<file path="src/rtl/adder_pkg.sv">
// Shared constants for the width-parameterised adder slice.
// No logic lives here; only the default operand width.
// Imported by the interface and the top.
package adder_pkg;

  // Default operand/sum width when the integrator does not override N.
  localparam int ADDER_W_DEFAULT = 3;

endpackage

</file>
<file path="src/rtl/full_adder_using_parameter_if.sv">
// Operand/result bundle for the registered N-bit adder.
// Latency is a property of the attached adder (one cycle), not of this bundle.
// No backpressure signal: a producer may present an operation every cycle.
interface full_adder_using_parameter_if
  import adder_pkg::*;
#(
  parameter int N = ADDER_W_DEFAULT
);

  logic         in_valid;
  logic [N-1:0] a;
  logic [N-1:0] b;
  logic         cin;
  logic [N-1:0] sum;
  logic         carry;
  logic         out_valid;

  // Producer of operands, consumer of results.
  modport master (
    output in_valid, a, b, cin,
    input  sum, carry, out_valid
  );

  // The adder itself.
  modport slave (
    input  in_valid, a, b, cin,
    output sum, carry, out_valid
  );

endinterface

</file>
<file path="src/rtl/full_adder_cell.sv">
// One-bit full adder: s = a^b^ci, co = generate | propagate&ci.
// Purely combinational, zero cycles.
// No flow control; it is a leaf of the ripple chain.
module full_adder_cell (
  input  logic a,
  input  logic b,
  input  logic ci,
  output logic s,
  output logic co
);

  // Sum and carry-out of a single bit position.
  assign s  = a ^ b ^ ci;
  assign co = (a & b) | (ci & (a ^ b));

endmodule

</file>
<file path="src/rtl/full_adder_using_parameter.sv">
// N-bit ripple-carry adder with carry-in/out and a valid flag, result registered.
// Latency 1 cycle: operands sampled at edge T are visible on sum/carry after T.
// No backpressure: accepts an operation every cycle; idle cycles hold the last result.
module full_adder_using_parameter
  import adder_pkg::*;
#(
  parameter int N = ADDER_W_DEFAULT
) (
  input  logic                           clk,
  input  logic                           rst_n,
  full_adder_using_parameter_if.slave    bus
);

  // c[i] is the carry into bit i; c[0] is the external carry-in, c[N] the carry-out.
  logic [N:0]   c;
  logic [N-1:0] s;

  logic [N-1:0] sum_q;
  logic         carry_q;
  logic         vld_q;

  assign c[0] = bus.cin;

  // Ripple chain: one full-adder cell per bit, carry passed upward.
  // The whole chain sits between the input pins and the result flops, so
  // wide instances need their timing checked by whoever integrates them.
  for (genvar i = 0; i < N; i++) begin : g_bit
    full_adder_cell u_cell (
      .a  (bus.a[i]),
      .b  (bus.b[i]),
      .ci (c[i]),
      .s  (s[i]),
      .co (c[i+1])
    );
  end

  // Result and valid registers; the result only loads on a qualified cycle so
  // garbage operands presented while idle never reach the outputs.
  always_ff @(posedge clk or negedge rst_n) begin
    if (!rst_n) begin
      sum_q   <= '0;
      carry_q <= 1'b0;
      vld_q   <= 1'b0;
    end else begin
      vld_q <= bus.in_valid;
      if (bus.in_valid) begin
        sum_q   <= s;
        carry_q <= c[N];
      end
    end
  end

  assign bus.sum       = sum_q;
  assign bus.carry     = carry_q;
  assign bus.out_valid = vld_q;

endmodule

</file>
<file path="src/flat_wrapper.sv">
// flat-port wrapper written by rule: the top's interface ports become plain ports
module full_adder_using_parameter_flat import adder_pkg::*;
#(
  parameter int N = ADDER_W_DEFAULT
)
  (clk, rst_n, bus_in_valid, bus_a, bus_b, bus_cin, bus_sum, bus_carry, bus_out_valid);
  full_adder_using_parameter_if #(.N(N)) bus_i ();
  input  logic clk;
  input  logic rst_n;
  input wire logic [$bits(bus_i.in_valid)-1:0] bus_in_valid;
  input wire logic [$bits(bus_i.a)-1:0] bus_a;
  input wire logic [$bits(bus_i.b)-1:0] bus_b;
  input wire logic [$bits(bus_i.cin)-1:0] bus_cin;
  output wire logic [$bits(bus_i.sum)-1:0] bus_sum;
  output wire logic [$bits(bus_i.carry)-1:0] bus_carry;
  output wire logic [$bits(bus_i.out_valid)-1:0] bus_out_valid;
  assign bus_i.in_valid = bus_in_valid;
  assign bus_i.a = bus_a;
  assign bus_i.b = bus_b;
  assign bus_i.cin = bus_cin;
  assign bus_sum = bus_i.sum;
  assign bus_carry = bus_i.carry;
  assign bus_out_valid = bus_i.out_valid;
  full_adder_using_parameter #(.N(N)) u_core (.clk(clk), .rst_n(rst_n), .bus(bus_i));
endmodule
</file>
<file path="config.mk">
export PLATFORM = sky130hd
export DESIGN_NAME = full_adder_using_parameter_flat
export DESIGN_NICKNAME = d
export VERILOG_FILES = /design/src/rtl/adder_pkg.sv /design/src/rtl/full_adder_using_parameter_if.sv /design/src/rtl/full_adder_cell.sv /design/src/rtl/full_adder_using_parameter.sv /design/src/flat_wrapper.sv
export SDC_FILE = /design/constraint.sdc
export NUM_CORES = 1
export LEC_CHECK = 0
export ABC_CLOCK_PERIOD_IN_PS = 1760
export CAP_MARGIN = 20
export CORE_AREA = 2 2 39 41
export CTS_CLUSTER_DIAMETER = 150
export DETAILED_ROUTE_END_ITERATION = 10
export DIE_AREA = 0 0 41 43
export REMOVE_ABC_BUFFERS = 1
export SLEW_MARGIN = 20
export SYNTH_ARGS = -nofsm -noshare
export SYNTH_HDL_FRONTEND = slang
export SYNTH_SLANG_ARGS = --single-unit
</file>
<file path="constraint.sdc">
create_clock -name clk -period 1.76 [get_ports clk]
set_input_delay 0.176 -clock clk [delete_from_list [all_inputs] [get_ports clk]]
set_output_delay 0.176 -clock clk [all_outputs]
set_load 0.02 [all_outputs]
</file>
Yosys cells after proc, flatten, opt, wreduce, memory -nomap -nowiden
Cells that the tools add are included.
W data, S select, Z words.
Word-level totals
  output and inout port bits: 5
  word-level logic and storage cells: 18
  bits of input ports: 10
  register bits: 5
Operators by class
  bitwise gates (word level): 15
Operators with widths (count)
  $and A1 B1 Y1: 6
  $xor A1 B1 Y1: 6
  $or A1 B1 Y1: 3

Logic depth before layout (Yosys ltp)
Gate-level depths: netlist of run 1.
  word-level depth: 7
  gate-level depth with buffers: 7
  gate-level depth less buffers: 7

Cells and area by module
Synthesis of run 1 repeated with hierarchy kept, for this count alone.
Second synthesis, totals
  cells, all modules: 12
  area total of the unflattened synthesis: 230.2 sq um
By module, submodules not included
  full_adder_using_parameter: instances 1, cells each 9, area each 170.2 sq um
  full_adder_cell: instances 3, cells each 1, area each 20.0 sq um

Worst setup path after synthesis of run 1
No wires, ideal clock.
  kind: input port to flip-flop
  start point: in bus_cin
  end point: reg u_core.sum_q[2], in the netlist u_core.bus.sum[2]
  library setup time: 0.122 ns
  arrival time: 1.386 ns
  buffers on the path: 0
  stages: 7
  path slack: 0.252 ns
  required time: 1.638 ns
  cell sequence: inv_1 fa_1 inv_1 fa_1 inv_1 fa_1 mux2i_1
On the way
  longest elaborated chain between the ends: 5
Ends and longest elaborated chain
  start: declaration: RTL line flat_wrapper.sv:13  | input wire logic [$bits(bus_i.cin)-1:0] bus_cin;
  $and A1 B1 Y1: RTL line full_adder_cell.sv:14  | assign co = (a & b) | (ci & (a ^ b));
  $or A1 B1 Y1: RTL line full_adder_cell.sv:14
  $and A1 B1 Y1: RTL line full_adder_cell.sv:14
  $or A1 B1 Y1: RTL line full_adder_cell.sv:14
  $xor A1 B1 Y1: RTL line full_adder_cell.sv:13  | assign s = a ^ b ^ ci;
  end signal: assignment: RTL line full_adder_using_parameter.sv:47  | sum_q <= s;
  end: declaration: RTL line full_adder_using_parameter.sv:18  | logic [N-1:0] sum_q;
Every way passes these cells.
A chain may end at the register's enable or synchronous reset.

Final worst setup path of run 1
Ends and elaborated chain as after synthesis.

==> impl_metrics.env, run 1 <==
export IMPL_status="complete, no violations"
export IMPL_p_total_w=0.000402
export IMPL_crit_buf_inv=4
export IMPL_grt_use_total_pct=7.51
export IMPL_period_minus_slack_ns=1.72
export IMPL_critPathTopFamily="adder cells"
export IMPL_antennaDiodeCount=0
export IMPL_cts_tree="done"
export IMPL_numCtsBuffers=3
export IMPL_p_per_area_nw_per_um2=875
export IMPL_first_global_vias=208
export IMPL_cts_buffer_depth=2
export IMPL_yosysTopAreaCellShare_pct=47.6
export IMPL_stdcell_area_um2=459
export IMPL_synth_ff_type="dfrtp_1"
export IMPL_post_cts_buffers=0
export IMPL_startpoint_type="input pin"
export IMPL_max_stage_delay_ns=0.50
export IMPL_fin_skew_ns=0
export IMPL_synth_seq_cells=5
export IMPL_p_comb_share_pct=31.5
export IMPL_synthesis_instances=22
export IMPL_crit_chain="clkdlybuf4s50_1 -> inv_1 -> fa_2 -> inv_2 -> fa_2 -> inv_2 -> fa_1 -> mux2i_1"
export IMPL_crit_arrival_ns=1.84
export IMPL_netlist_cell_type_count=7
export IMPL_critPathRequiredTime_ns=1.88
export IMPL_vias=206
export IMPL_vdd_drop_max_uv=247
export IMPL_grt_max_degree=7
export IMPL_synth_largest_area_cell="dfrtp_1"
export IMPL_initial_core_util_pct=19.0
export IMPL_route_detailed_drc=0
export IMPL_worst_slew_pin_slew_ns=0.274
export IMPL_num_fill_cells=147
export IMPL_drt_total_wl_um=473
export IMPL_grt_overflow_total=0
export IMPL_crit_path_end_kind="register"
export IMPL_setup_viol=0
export IMPL_core_area_um2=1380
export IMPL_netlist_area_um2=263
export IMPL_synthTopCellsByArea="dfrtp_1, fa_1, inv_1, mux2i_1, mux2_4"
export IMPL_final_setup_tns_ns=0
export IMPL_synthTopCellsByCount="inv_1, dfrtp_1, fa_1, mux2i_1"
export IMPL_whs_ns=0.147
export IMPL_placed_cell_area_um2=423
export IMPL_drive_gt1_share_pct=25.0
export IMPL_switching_share_pct=27.7
export IMPL_ant_nets=0
export IMPL_antenna_found_initial=0
export IMPL_clock_sinks=5
export IMPL_gp_congestion=0.563
export IMPL_die_area_um2=1760
export IMPL_seq_area_frac_synth_pct=47.6
export IMPL_crit_path_max_fanout=1
export IMPL_finalHoldViolCount=0
export IMPL_cts_clk_slew_worst_paths_ns=0.04
export IMPL_cts_htree_levels=1
export IMPL_die_width_um=41
export IMPL_fp_dieH_um=43
export IMPL_relSlewSlack_pct=81.7
export IMPL_area_growth_pct=74.8
export IMPL_wire_per_inst_um=8.45
export IMPL_cpMaxStageDelayCell="fa_1"
export IMPL_fin_nets=54
export IMPL_async_reset_ff_share_pct=100
export IMPL_drtIter0Drc=2
export IMPL_numPortBuffers=14
export IMPL_path_class="in2reg"
export IMPL_fmax_mhz=581
export IMPL_cts_root_buf="clkbuf_4"
export IMPL_power_internal_w=0.000290
export IMPL_grt_first_pass_wirelength_um=765
export IMPL_synth_edff_count=0
export IMPL_hold_buffers=0
export IMPL_finalCritPeriodShare_pct=97.8
export IMPL_clkPwrFrac_pct=32.8
export IMPL_viasPerCell=3.68
export IMPL_syn_area_per_cell_um2=11.9
export IMPL_slew_violations=0
export IMPL_timing_max_cap_violations=0
export IMPL_clk_latency_ns=0.24
export IMPL_firstDrtPassIters=2
export IMPL_p_leak_nw=0.233
export IMPL_p_switching_w=0.000111
export IMPL_synth_most_common_cell="inv_1"
export IMPL_yosysWarnings=0
export IMPL_rsz0062_at_grt="no"
export IMPL_io_pins=15
export IMPL_num_rows=14
export IMPL_hold_path_class="in2async"
export IMPL_p_seq_share_pct=35.7
cell families (layout without fill, tap and decap cells):
| family | count (synthesis) | after routing | synth area share (%) |
|---|---|---|---|
| AO/OA/AOI/OAI | 1 | 1 | 1.90 |
| multiplexers | 3 | 3 | 13.3 |
| AND/OR/NAND/NOR | 1 | 1 | 1.43 |
| adder cells (fa/ha/maj) | 3 | 3 | 22.9 |
| buffers and inverters | 9 | 27 | 12.9 |
| flip-flops | 5 | 5 | 47.6 |
path summary, 6_finish.rpt:
check                                  start              endpoint  slack [ns]  cells after the start
min                                    rst_n     u_core.bus.sum[2]        0.15                      1
max in group asynchronous              rst_n  u_core.bus.out_valid        1.43                      1
max reg2reg                u_core.bus.sum[1]     u_core.bus.sum[1]        1.01                      1
min reg2reg                u_core.bus.sum[1]     u_core.bus.sum[1]        0.51                      1
min in group clk                    bus_b[0]     u_core.bus.sum[0]        0.40                      4
max                                  bus_cin     u_core.bus.sum[2]        0.04                      8
power by group through the flow:
stage          Clock (W)  Sequential [W]  Combinational, W
2_1_floorplan          0        0.000169         0.0000322
3_3_place_gp           0        0.000145          0.000123
3_5_place_dp           0        0.000145          0.000125
4_1_cts         0.000136        0.000144          0.000126
5_1_grt         0.000149        0.000146          0.000136
6_report        0.000132        0.000144          0.000127
stage by stage:
stage | util [%] | std cells | setup slack (ns)
global route | 33.2 | 56 | 0.00524
finish | 33.2 | 56 | 0.0391
CTS | 32.6 | 56 | 0.0189
floorplan | - | 22 | 0.252
global placement | 30.6 | 52 | -0.267
detailed placement | 30.6 | 52 | -0.285
registers in the layout, indices dropped and copies added (netlist names):
name                  cells
u_core.bus.carry          1
u_core.bus.out_valid      1
u_core.bus.sum            3
cell type report:
cell class / instances / area (um^2) / share of cell area (%)
timing repair buffer: 14 / 145 / 31.6
multi-input combinational: 8 / 109 / 23.7
clock buffer: 4 / 26.3 / 5.72
inverter: 9 / 33.8 / 7.36
sequential: 5 / 125 / 27.2
tap: 16 / 20.0 / 4.36
routing by layer:
metal  routed length (um)  global-route usage [%]  vias up
met5                    0                       0        -
met4                   36                    14.0        0
met3                   52                    2.09        4
met2                  234                    9.06       12
met1                  151                    6.67       94
li1                     -                       -       96
cell usage in the layout, fill, tap and decap left out, drive strengths merged:
master         synthesis  routed
dlymetal6s2s           0       2
dfrtp                  5       5
mux2                   1       1
clkdlybuf4s50          0      12
inv                    9       9
nor2                   1       1
fa                     3       3
clkbuf                 0       4
mux2i                  2       2
a21oi                  1       1
timing repair:
item	in CTS	in global routing
resized for setup	1	7
endpoints found under the setup margin	1	1
pin swaps	0	2
Note: power is estimated with default switching activity, not from simulation.
==> run 2, diff against run 1 <==
Settings changed: ABC_CLOCK_PERIOD_IN_PS 1760 to 1500, CTS_CLUSTER_DIAMETER 150 to 120.
Clock period 1.76 ns to 1.5 ns, I/O delays scaled along.
==> run 2 against run 1 <==
  * First-iteration DRC count fell by 100%
  * Non-clock buffer count rose by 1
  * Clock power rose by 17%
  * Critical path depth did not move
  * Largest cell class unchanged
  * Highest routed layer is now met3
==> impl_metrics.env, run 2 (synthesis results as in run 1) <==
export IMPL_cts_buffer_depth=2
export IMPL_io_pins=15
export IMPL_drive_gt1_share_pct=26.8
export IMPL_crit_top_cell="inv_2"
export IMPL_cts_root_buf="clkbuf_4"
export IMPL_route_detailed_drc=0
export IMPL_fp_dieH_um=43
export IMPL_stdcell_area_um2=459
export IMPL_startpoint_type="input pin"
export IMPL_ant_nets=0
export IMPL_hpwl_um=384
export IMPL_numCtsBuffers=3
export IMPL_p_per_area_nw_per_um2=1020
export IMPL_critPathRequiredTime_ns=1.62
export IMPL_die_area_um2=1760
export IMPL_first_global_vias=209
export IMPL_placed_cell_area_um2=430
export IMPL_antennaDiodeCount=0
export IMPL_grt_use_total_pct=7.10
export IMPL_hold_path_class="in2async"
export IMPL_initial_core_util_pct=19.0
export IMPL_relSlewSlack_pct=85.0
export IMPL_fin_skew_ns=0
export IMPL_path_class="in2reg"
export IMPL_post_cts_buffers=0
export IMPL_max_stage_delay_ns=0.47
export IMPL_drt_total_wl_um=460
export IMPL_switching_share_pct=27.7
export IMPL_finalCritPeriodShare_pct=95.7
export IMPL_firstDrtPassIters=1
export IMPL_p_comb_share_pct=31.3
export IMPL_fin_nets=55
export IMPL_crit_path_end_kind="register"
export IMPL_numPortBuffers=14
export IMPL_p_seq_share_pct=35.8
export IMPL_grt_max_degree=6
export IMPL_clock_sinks=5
export IMPL_drtIter0Drc=0
export IMPL_grt_overflow_total=0
export IMPL_status="complete, no violations"
export IMPL_worst_slack_ns=0.0648
export IMPL_place_ws_ns=-0.514
export IMPL_rsz0062_at_grt="no"
export IMPL_gp_congestion=0.554
export IMPL_largest_reg_flops=3
export IMPL_cpMaxStageDelayCell="fa_1"
export IMPL_cts_htree_levels=1
export IMPL_timing_max_cap_violations=0
export IMPL_grt_first_pass_wirelength_um=772
export IMPL_fin_cells=57
export IMPL_power_internal_w=0.000340
export IMPL_finalHoldViolCount=0
export IMPL_cts_clk_slew_worst_paths_ns=0.05
export IMPL_crit_path_max_fanout=1
export IMPL_r2r_setup_slack_ns=0.75
export IMPL_crit_chain="clkdlybuf4s15_1 -> inv_2 -> fa_2 -> inv_2 -> fa_2 -> inv_2 -> fa_1 -> mux2i_1"
export IMPL_core_area_um2=1380
export IMPL_mostFrequentLayoutCell="clkdlybuf4s50_1"
export IMPL_p_leak_nw=0.223
export IMPL_worst_slew_pin_slew_ns=0.225
export IMPL_wire_per_inst_um=8.07
export IMPL_die_width_um=41
export IMPL_worstReg2RegEnd="u_core.bus.sum[1]"
export IMPL_slew_violations=0
export IMPL_mostFrequentLayoutCells="clkdlybuf4s50_1, inv_1, dfrtp_1, inv_2, clkbuf_4"
export IMPL_crit_arrival_ns=1.55
export IMPL_vdd_drop_max_uv=201
export IMPL_p_switching_w=0.000130
export IMPL_clk_latency_ns=0.24
export IMPL_fmax_mhz=697
export IMPL_vias=204
export IMPL_r2r_start="u_core.bus.sum[1]"
export IMPL_hold_buffers=0
export IMPL_antenna_found_initial=0
export IMPL_num_fill_cells=157
export IMPL_clkPwrFrac_pct=32.9
export IMPL_final_util_pct=33.2
export IMPL_period_minus_slack_ns=1.44
export IMPL_num_rows=14
export IMPL_dp_cells=53
export IMPL_setup_viol=0
export IMPL_cts_tree="done"
export IMPL_r2r_cells=1
export IMPL_area_growth_pct=74.8
export IMPL_viasPerCell=3.58
## run 2: cell count changes in the layout (fill, tap and decap cells not counted), sizes merged
cell,before,now
clkdlybuf4s15,0,1
clkdlybuf4s50,12,11
buf,0,1
dlygate4sd2,0,2
dlymetal6s2s,2,0
## run 2: what timing repair did
action / CTS / global route
pin swaps: 3 / 2
setup endpoints to repair: 3 / 1
gates resized for setup: 9 / 1
## run 2: worst max path at each step
stage / from / end / slack (ns) / cells past startpoint
6_report: bus_a[0] / u_core.bus.sum[2] / 0.06 / 8
5_1_grt: bus_b[0] / u_core.bus.sum[2] / 0.02 / 8
4_1_cts: bus_a[0] / u_core.bus.sum[2] / 0.02 / 8
3_5_place_dp: bus_cin / u_core.bus.sum[2] / -0.51 / 8
3_3_place_gp: bus_cin / u_core.bus.sum[2] / -0.50 / 8
2_1_floorplan: bus_cin / u_core.bus.sum[2] / 0.02 / 7
## run 2: power groups by stage
stage / clock network [W] / registers, W / logic, W
2_1_floorplan: 0 / 0.000198 / 0.0000378
3_3_place_gp: 0 / 0.000170 / 0.000147
3_5_place_dp: 0 / 0.000170 / 0.000148
4_1_cts: 0.000161 / 0.000169 / 0.000149
5_1_grt: 0.000169 / 0.000172 / 0.000163
6_report: 0.000155 / 0.000168 / 0.000147
## run 2: area by class of cell
class | instances | area (um^2) | area share [%]
timing repair buffer | 15 | 145 | 31.6
inverter | 9 | 33.8 | 7.36
tap | 16 | 20.0 | 4.36
multi-input combinational | 8 | 109 | 23.7
sequential | 5 | 125 | 27.2
clock buffer | 4 | 26.3 | 5.72
## run 2: worst max-delay path, delay by kind of cell
family / cells / cell delay (ns)
adders and majority gates: 3 / 1.02
buffers and inverters: 4 / 0.31
muxes: 1 / 0.06
## run 2: routing by layer
| metal | vias to the layer above | GRT usage [%] | part of all wire (%) |
|---|---|---|---|
| li1 | 99 | - | - |
| met1 | 97 | 6.98 | 39 |
| met2 | 8 | 9.69 | 55 |
| met3 | 0 | 0 | 6.3 |
| met4 | 0 | 12.0 | 0 |
| met5 | - | 0 | 0 |
## run 2: stage by stage
stage	power, W	hold slack (ns)	TNS [ns]
floorplan	0.000235	-0.146	0
global placement	0.000317	0.390	-1.34
detailed placement	0.000319	0.392	-1.40
CTS	0.000480	0.130	0
global route	0.000504	0.136	0
finish	0.000471	0.127	0
